`src/rtl/uart_tx_fifo_param.sv`:
```
// uart_tx_fifo_param_fifo: generic DEPTH-entry synchronous FIFO with registered occupancy count.
// Latency: a pushed word is visible at rd_dat from the edge after the push.
// Backpressure: wr_rdy = !full from the registered count; push and pop in one cycle leave the count unchanged.
module uart_tx_fifo_param_fifo #(
  parameter int W     = 8,
  parameter int DEPTH = 4
) (
  input  logic         clk,
  input  logic         rst_n,
  input  logic         wr_vld,
  input  logic [W-1:0] wr_dat,
  output logic         wr_rdy,
  input  logic         pop,
  output logic [W-1:0] rd_dat,
  output logic         empty
);
  localparam int AW = $clog2(DEPTH);
  localparam int CW = AW + 1;

  logic [W-1:0]  mem_q [DEPTH];
  logic [AW-1:0] wptr_q, wptr_d, rptr_q, rptr_d;
  logic [CW-1:0] count_q, count_d;
  logic          fire;

  assign wr_rdy = (count_q != CW'(DEPTH));
  assign empty  = (count_q == '0);
  assign rd_dat = mem_q[rptr_q];
  assign fire   = wr_vld & wr_rdy;

  // Pointer and occupancy update; pointers wrap naturally since DEPTH is a power of two.
  always_comb begin
    wptr_d  = wptr_q;
    rptr_d  = rptr_q;
    count_d = count_q;
    if (fire) wptr_d = wptr_q + 1'b1;
    if (pop)  rptr_d = rptr_q + 1'b1;
    case ({fire, pop})
      2'b10:   count_d = count_q + 1'b1;
      2'b01:   count_d = count_q - 1'b1;
      default: count_d = count_q;
    endcase
  end

  // Pointer/count registers; reset empties the FIFO.
  always_ff @(posedge clk or negedge rst_n) begin
    if (!rst_n) begin
      wptr_q  <= '0;
      rptr_q  <= '0;
      count_q <= '0;
    end else begin
      wptr_q  <= wptr_d;
      rptr_q  <= rptr_d;
      count_q <= count_d;
    end
  end

  // Storage array; contents are don't-care while the count says empty.
  always_ff @(posedge clk) begin
    if (fire) mem_q[wptr_q] <= wr_dat;
  end
endmodule

// uart_tx_fifo_param: DEPTH-entry FIFO feeding a UART serialiser with runtime bit order, parity, stop bits and idle gap.
// Latency: a word pushed into an empty FIFO while idle is popped on the next edge; tx is low (start bit) from that edge.
// Backpressure: din_ready = FIFO not full; the serialiser drains one word per frame, config latched at pop.
module uart_tx_fifo_param #(
  parameter int DATA_W       = 8,
  parameter int CLKS_PER_BIT = 434,
  parameter int DEPTH        = 4,
  parameter int GAP_W        = 4
) (
  input  logic              clk,
  input  logic              rst,
  input  logic [DATA_W-1:0] din,
  input  logic              din_valid,
  output logic              din_ready,
  input  logic              msb_first,
  input  logic              parity_en,
  input  logic              parity_odd,
  input  logic              two_stop,
  input  logic [GAP_W-1:0]  gap_bits,
  output logic              tx,
  output logic              busy
);
  localparam int TW = $clog2(CLKS_PER_BIT);
  localparam int BW = $clog2(DATA_W);

  localparam logic [2:0] ST_IDLE   = 3'd0;
  localparam logic [2:0] ST_START  = 3'd1;
  localparam logic [2:0] ST_DATA   = 3'd2;
  localparam logic [2:0] ST_PARITY = 3'd3;
  localparam logic [2:0] ST_STOP   = 3'd4;
  localparam logic [2:0] ST_GAP    = 3'd5;

  logic [2:0]        state_q, state_d;
  logic [TW-1:0]     timer_q, timer_d;
  logic [BW-1:0]     bit_cnt_q, bit_cnt_d;
  logic [GAP_W-1:0]  gap_cnt_q, gap_cnt_d;
  logic [DATA_W-1:0] shreg_q, shreg_d;
  logic              msb_q, msb_d, pen_q, pen_d, par_q, par_d, two_q, two_d;
  logic [GAP_W-1:0]  gap_q, gap_d;
  logic              tx_q, tx_d, busy_q, busy_d;
  logic              pop, fifo_empty, bit_end;
  logic [DATA_W-1:0] fifo_dat;

  uart_tx_fifo_param_fifo #(.W(DATA_W), .DEPTH(DEPTH)) u_fifo (
    .clk    (clk),
    .rst_n  (rst),
    .wr_vld (din_valid),
    .wr_dat (din),
    .wr_rdy (din_ready),
    .pop    (pop),
    .rd_dat (fifo_dat),
    .empty  (fifo_empty)
  );

  assign bit_end = (timer_q == TW'(CLKS_PER_BIT - 1));
  assign tx      = tx_q;
  assign busy    = busy_q;

  // Frame sequencer: picks the next state, advances counters, and computes the line level for the state entered.
  always_comb begin
    state_d   = state_q;
    timer_d   = timer_q;
    bit_cnt_d = bit_cnt_q;
    gap_cnt_d = gap_cnt_q;
    shreg_d   = shreg_q;
    msb_d     = msb_q;
    pen_d     = pen_q;
    par_d     = par_q;
    two_d     = two_q;
    gap_d     = gap_q;
    pop       = 1'b0;
    if (state_q != ST_IDLE) timer_d = bit_end ? '0 : timer_q + 1'b1;
    case (state_q)
      ST_IDLE: begin
        if (!fifo_empty) begin
          pop       = 1'b1;
          shreg_d   = fifo_dat;
          msb_d     = msb_first;
          pen_d     = parity_en;
          par_d     = parity_odd ? ~^fifo_dat : ^fifo_dat;
          two_d     = two_stop;
          gap_d     = gap_bits;
          timer_d   = '0;
          bit_cnt_d = '0;
          state_d   = ST_START;
        end
      end
      ST_START: begin
        if (bit_end) state_d = ST_DATA;
      end
      ST_DATA: begin
        if (bit_end) begin
          // The outgoing bit always sits at the end selected by the latched order.
          shreg_d = msb_q ? {shreg_q[DATA_W-2:0], 1'b0} : {1'b0, shreg_q[DATA_W-1:1]};
          if (bit_cnt_q == BW'(DATA_W - 1)) begin
            bit_cnt_d = '0;
            state_d   = pen_q ? ST_PARITY : ST_STOP;
          end else begin
            bit_cnt_d = bit_cnt_q + 1'b1;
          end
        end
      end
      ST_PARITY: begin
        if (bit_end) state_d = ST_STOP;
      end
      ST_STOP: begin
        if (bit_end) begin
          if (bit_cnt_q == BW'(two_q)) begin
            bit_cnt_d = '0;
            gap_cnt_d = '0;
            state_d   = (gap_q != '0) ? ST_GAP : ST_IDLE;
          end else begin
            bit_cnt_d = bit_cnt_q + 1'b1;
          end
        end
      end
      ST_GAP: begin
        if (bit_end) begin
          if (gap_cnt_q == gap_q - 1'b1) begin
            gap_cnt_d = '0;
            state_d   = ST_IDLE;
          end else begin
            gap_cnt_d = gap_cnt_q + 1'b1;
          end
        end
      end
      default: state_d = ST_IDLE;
    endcase
    case (state_d)
      ST_START:  tx_d = 1'b0;
      ST_DATA:   tx_d = msb_d ? shreg_d[DATA_W-1] : shreg_d[0];
      ST_PARITY: tx_d = par_d;
      default:   tx_d = 1'b1;
    endcase
    busy_d = (state_q != ST_IDLE) | ~fifo_empty;
  end

  // Sequencer, config latch and output registers; reset forces the line idle-high at once.
  always_ff @(posedge clk or negedge rst) begin
    if (!rst) begin
      state_q   <= ST_IDLE;
      timer_q   <= '0;
      bit_cnt_q <= '0;
      gap_cnt_q <= '0;
      shreg_q   <= '0;
      msb_q     <= 1'b0;
      pen_q     <= 1'b0;
      par_q     <= 1'b0;
      two_q     <= 1'b0;
      gap_q     <= '0;
      tx_q      <= 1'b1;
      busy_q    <= 1'b0;
    end else begin
      state_q   <= state_d;
      timer_q   <= timer_d;
      bit_cnt_q <= bit_cnt_d;
      gap_cnt_q <= gap_cnt_d;
      shreg_q   <= shreg_d;
      msb_q     <= msb_d;
      pen_q     <= pen_d;
      par_q     <= par_d;
      two_q     <= two_d;
      gap_q     <= gap_d;
      tx_q      <= tx_d;
      busy_q    <= busy_d;
    end
  end
endmodule
```
`config.mk`:
```
export PLATFORM = sky130hd
export DESIGN_NAME = uart_tx_fifo_param
export DESIGN_NICKNAME = d
export VERILOG_FILES = /design/src/rtl/uart_tx_fifo_param.sv
export SDC_FILE = /design/constraint.sdc
export NUM_CORES = 1
export LEC_CHECK = 0
export CORE_MARGIN = 5
export CORE_UTILIZATION = 64
export CTS_CLUSTER_DIAMETER = 150
export DETAILED_ROUTE_END_ITERATION = 7
export GPL_TIMING_DRIVEN = 1
export PLACE_DENSITY = 0.86
export SKIP_LAST_GASP = 1
export SLEW_MARGIN = 15
export SYNTH_ARGS = -nofsm -noshare
export SYNTH_HDL_FRONTEND = slang
export SYNTH_SLANG_ARGS = --single-unit
```
`constraint.sdc`:
```
create_clock -name clk -period 5.19 [get_ports clk]
set_input_delay 1.2975 -clock clk [delete_from_list [all_inputs] [get_ports clk]]
set_output_delay 1.2975 -clock clk [all_outputs]
set_load 0.03 [all_outputs]
```
* Yosys cells after proc, flatten, opt, wreduce, memory -nomap -nowiden
Memory sizes are Yosys's and may differ from the RTL's.
Index checks and enable logic that the tools add are counted.
** Storage, ports and cells
- Register bits after elaboration :: 44
- Output and inout port bits :: 3
- Input port bits :: 19
- RAM bits :: 32
- Memories kept :: 1
** Memory list
- u_fifo.mem_q :: depth 4, width 8, rd ports 1, clocked after memory_dff 0, wr ports 1, line 20 : logic [W-1:0] mem_q [DEPTH];
** Cells by class
- Muxes and demuxes :: 43
- Equal/unequal tests :: 20
- Reductions and logical operators :: 14
- Add/subtract/negate cells :: 8
- Bitwise logic cells :: 3
** Operators by type and width (count)
- $mux 3 :: 16
- $mux 9 :: 4
- $mux 8 :: 3
- $pmux 3 s6 :: 1
- $mux 4 :: 4
- $pmux 8 s2 :: 1
- $eq 3x2->1 const B :: 4
- $mux 1 :: 10
- $ne 2x2->1 const B :: 5
- $add 9x1->9 const B :: 1
- $eq 3x3->1 const B :: 3
- $eq 9x9->1 const B :: 1
- $pmux 3 s3 :: 1
- $pmux 4 s2 :: 1
- $reduce_and 4->1 :: 2
- $reduce_xnor 8->1 :: 1
- $reduce_xor 8->1 :: 1
- $add 3x1->3 const B :: 2
- $eq 3x1->1 const B :: 2
- $logic_not 3->1 :: 2
- $pmux 3 s2 :: 1
- $reduce_bool 2->1 :: 3
- $reduce_bool 3->1 :: 2
- $add 2x1->2 const B :: 2
- other kinds (15) :: 15

* Logic depth before layout (Yosys ltp)
- Depth after elaboration :: 7
- Mapped depth :: 12

* Hierarchy
A second synthesis with hierarchy kept.
** Unflattened totals
- Cell total of the unflattened synthesis :: 301
- Area, all modules :: 3718.6 µm²
** Modules (own cells, without submodules)
- uart_tx_fifo_param :: cells each 223, area each 2142.1 µm², instances 1
- uart_tx_fifo_param_fifo :: cells each 78, area each 1576.5 µm², instances 1

* Least setup slack after synthesis
Ideal clock, no wire load.
- Path type :: register -> register
- Start :: register state_q[2]
- End :: register u_fifo.count_q[2]
- Path slack :: 2.624 ns
- Clock period less this slack :: 2.566 ns
- Data required time :: 5.111 ns
- Cell stages (with the launch flop) :: 13
- Buffers on the path :: 3
- Arrival time :: 2.487 ns
- Cells stage by stage :: dfrtp_1 > clkbuf_1 > nor3_1 > nand2_2 > inv_1 > clkbuf_1 > buf_2 > ha_1 > inv_1 > fa_1 > xor2_1 > nor2_1 > xor2_1
** Between the ends
- Cells in the longest elaborated chain, start to end :: 4
** RTL lines
- start, declared :: line 95 : logic [2:0] state_q, state_d;
- start signal, assigned :: line 216 : state_q <= state_d;
- $logic_not 3->1 (*) :: line 135 : case (state_q)
- $mux 1 (*) :: line 135
- via pop :: line 103 : logic pop, fifo_empty, bit_end;
- $eq 2x1->1 or $eq 2x2->1 (tied branches) :: line 37 : case ({fire, pop})
- $pmux 3 s2 or $reduce_bool 2->1 (tied branches)
- end signal, assigned :: line 53 : count_q <= count_d;
- end, declared :: line 22 : logic [CW-1:0] count_q, count_d;
Mark *: on every way through the listed nets, which the timed path passes. The rest lies on a longest branch.
A chain may end at the register's enable or synchronous reset.

* Worst setup path in the final report
- Start :: register u_fifo.count_q[0]
- End :: output din_ready
** Between the ends
- Cells in the longest elaborated chain, start to end :: 1
** RTL lines
- $ne 3x3->1 :: line 25 : assign wr_rdy = (count_q != CW'(DEPTH));
- end, declared :: line 76 : output logic din_ready,
No other way between the ends.

==> flow_summary_export.csv <==
group,metric,value,unit
outcome,status,"completed",
cells_and_area,fillers,370,
routing,wl_per_cell,16.7,um
floorplanning,die-area,7440,um^2
clock_network,tritoncts,"yes",
critical_path,timing.rr.start,"state_q[0]",
routing,via_count,2469,
worst_hold_path,hp-class,"reg -> reg",
clock_network,cts.clk_slew.worst_paths,0.08,ns
pwr,p_leak,0.00172,uW
pwr,internal_power,1040,uW
critical_path,critPathBufInv,2,
critical_path,worstPathMaxFanout,6,
pwr,power_density,349,nW/um^2
critical_path,cp_data_required_time,3.89,ns
critical_path,crit_slowest_cell,"clkdlybuf4s50_1",
logic_synthesis,ys_seq_elements,76,
placed_design,dp_cells,399,
logic_synthesis,synthesis.nets,347,
cells_and_area,final_common_cell,"nand2_1",
logic_synthesis,netlist_instances,316,
logic_synthesis,yosys_warnings,0,
clock_network,htreeDepth,3,
cells_and_area,register_area,2060,um^2
routing,via_per_inst,5.95,
global_routing,grt_pass1_vias,2471,
logic_synthesis,synth_cell_types,52,
routing,drt_iter0_markers,162,
clock_network,numCtsBuffers,9,
global_routing,grt_pass1_wl,11.8,mm
pwr,p_switching,415,uW
logic_synthesis,seq_area_frac_synth,55.5,%
floorplanning,fp.dieW,86.2,um
routing,wl,6.92,mm
pwr,power,1460,uW
pwr,vdd.ir_drop.worst,346,uV
timing,fin_tns_setup,0,ns
timing,setup_viol,0,
critical_path,cpPeakStageDelay,0.71,ns
global_routing,overflow,0,
critical_path,endpoint_kind,"primary output",
logic_synthesis,synth-edff-count,32,
timing,final.period_utilization,58.9,%
critical_path,regToRegEndpoint,"u_fifo.count_q[2]",
logic_synthesis,ys_async_sr_fraction,57.9,%
global_routing,antenna_found_initial,0,
floorplanning,core_area,5570,um^2
pwr,swShare,28.5,%
placed_design,gp_congestion,0.845,
critical_path,cp_cell_sequence,"inv_1 -> nand3_1 -> clkdlybuf4s50_1",
critical_path,crit_arrival,1.76,ns
clock_network,cts_buffer_depth,2,
floorplanning,num_rows,27,
critical_path,crit_end,"din_ready",
logic_synthesis,yosys_most_used_dff,"dfrtp_1",
cells_and_area,drive_above_1_share,8.45,%
clock_network,cts_resized,0,
floorplanning,start_util,66.7,%
run,drv_cap,0,
critical_path,critPathKind,"reg -> out",
pwr,p_comb_share,16.0,%
cells_and_area,multiInputGateArea,1550,um^2
clock_network,cts_hold_buf,0,
timing,worstMarginPinSlew,0.992,ns
timing,period_needed,3.06,ns
cells_and_area,final_nets,369,
timing,finalHoldViolCount,0,
clock_network,postCtsSetupBuffers,0,
timing,fmax,327,MHz
routing,drc_errors,0,
pwr,power.share.sequential,50.7,%
critical_path,critPathTopFamily,"buffers and inverters",
timing,slew_headroom,33.9,%
logic_synthesis,avgSynthCellArea,11.8,um^2
global_routing,track_usage,20.6,%
timing,hold_ws,0.506,ns
critical_path,reg2reg_depth,9,
logic_synthesis,synth_area,3720,um^2
placed_design,port_buffers,21,
cells_and_area,diodes,0,
global_routing,grt_max_degree,45,
clock_network,cts_sinks,76,
worst_hold_path,hold_depth,1,
critical_path,reg2reg_slack,2.38,ns
timing,rsz0062_at_grt,"no",
routing,drt_pass1_iterations,4,
cells_and_area,mostFrequentLayoutCells,"52 x nand2_1, 43 x dfrtp_1, 32 x edfxtp_1",
clock_network,cts-root-buf,"clkbuf_8",
floorplanning,ios,22,
clock_network,clock_latency,0.36,ns
pwr,power_frac_clock,33.3,%
critical_path,cp-start-kind,"flip-flop",
critical_path,cp.depth,3,
cells_and_area,fin_cells,415,
placed_design,dp_hpwl,4.77,mm
cells_and_area,areaGrowthSynthToFinish,12.3,%
floorplanning,die_h,86.2,um
critical_path,crit_start,"u_fifo.count_q[0]",
timing,report.final.slew_viol_count,0,
routing,detail-route-antenna-nets,0,
timing,fin_skew,0.0117,ns
-- final cells by class --
type	instances	share of cell area, %
well taps	72	2.16
multi-input cells	215	37.2
flip-flops and latches	76	49.4
clock inverters	7	2.10
inverters	15	1.35
repair buffers	21	4.91
clock buffers	9	2.96
-- cells by family (layout without fill, tap and decap cells) --
| logic type | after synthesis | after routing | share of synthesized area, % |
|---|---|---|---|
| simple gates | 104 | 104 | 13.7 |
| flops | 76 | 76 | 55.5 |
| compound gates | 60 | 60 | 10.5 |
| buf+inv | 25 | 52 | 2.79 |
| xor+xnor | 22 | 22 | 5.38 |
| mux | 17 | 17 | 7.94 |
| fa+ha+maj | 12 | 12 | 4.24 |
-- registers in the layout, summed over array words and instances (netlist names), 2 cells and up --
name / cells
u_fifo.mem_q: 32
timer_q: 9
shreg_q: 8
gap_cnt_q: 4
gap_q: 4
bit_cnt_q: 3
state_q: 3
u_fifo.count_q: 3
u_fifo.rptr_q: 2
u_fifo.wptr_q: 2
-- worst min-delay path by stage --
stage | from | end | slack [ns]
2_1_floorplan | par_q | par_q | 0.45
3_3_place_gp | par_q | par_q | 0.47
3_5_place_dp | par_q | par_q | 0.48
4_1_cts | timer_q[8] | timer_q[8] | 0.51
5_1_grt | u_fifo.count_q[2] | u_fifo.count_q[2] | 0.55
6_report | timer_q[8] | timer_q[8] | 0.51
-- stage by stage --
stage | utilization [%] | instance area [um^2] | setup slack (ns)
final | 75.0 | 4180 | 2.13
after global routing | 75.0 | 4180 | 2.03
after CTS | 75.0 | 4180 | 2.12
after detailed placement | 71.2 | 3970 | 2.07
after global placement | 71.2 | 3970 | 2.15
after floorplan | - | 3720 | 2.62
-- per-layer routing --
metal | share of wire, % | track usage (%) | routed length [um] | vias to the layer above
met1 | 45 | 27.4 | 3080 | 1186
met5 | 0 | 0 | 0 | -
met3 | 4.2 | 3.99 | 292 | 16
met2 | 49 | 32.9 | 3380 | 66
met4 | 2.4 | 9.21 | 167 | 0
li1 | - | - | - | 1201
-- Yosys cell counts (2+ instances only) --
cell type	instances	area [um^2]
nand2_1	52	195
dfrtp_1	43	1080
edfxtp_1	32	961
o21ai_0	22	110
inv_1	15	56.3
xnor2_1	14	123
ha_1	11	138
o211ai_1	11	82.6
nor2_1	10	37.5
and3_1	9	56.3
mux2i_1	7	70.1
nor3_1	7	35.0
xor2_1	7	61.3
a21oi_1	6	30.0
clkbuf_1	6	22.5
mux4_1	6	158
nand3_1	5	25.0
nand2b_1	4	25.0
or3_1	4	25.0
nand4_1	3	18.8
nor2b_1	3	18.8
a211oi_1	2	15.0
a31oi_1	2	12.5
mux2_2	2	22.5
mux4_2	2	45.0
o21bai_1	2	15.0
o22ai_1	2	12.5
o31ai_1	2	15.0
o41ai_1	2	17.5
-- power by group through the flow --
stage	Combinational, uW	Clock [uW]	Sequential (uW)
finish	234	486	739
global route	260	517	747
CTS	239	489	740
detailed placement	238	0	751
global placement	225	0	745
floorplan	169	0	738
No activity file was read; power rests on OpenSTA's default activity.
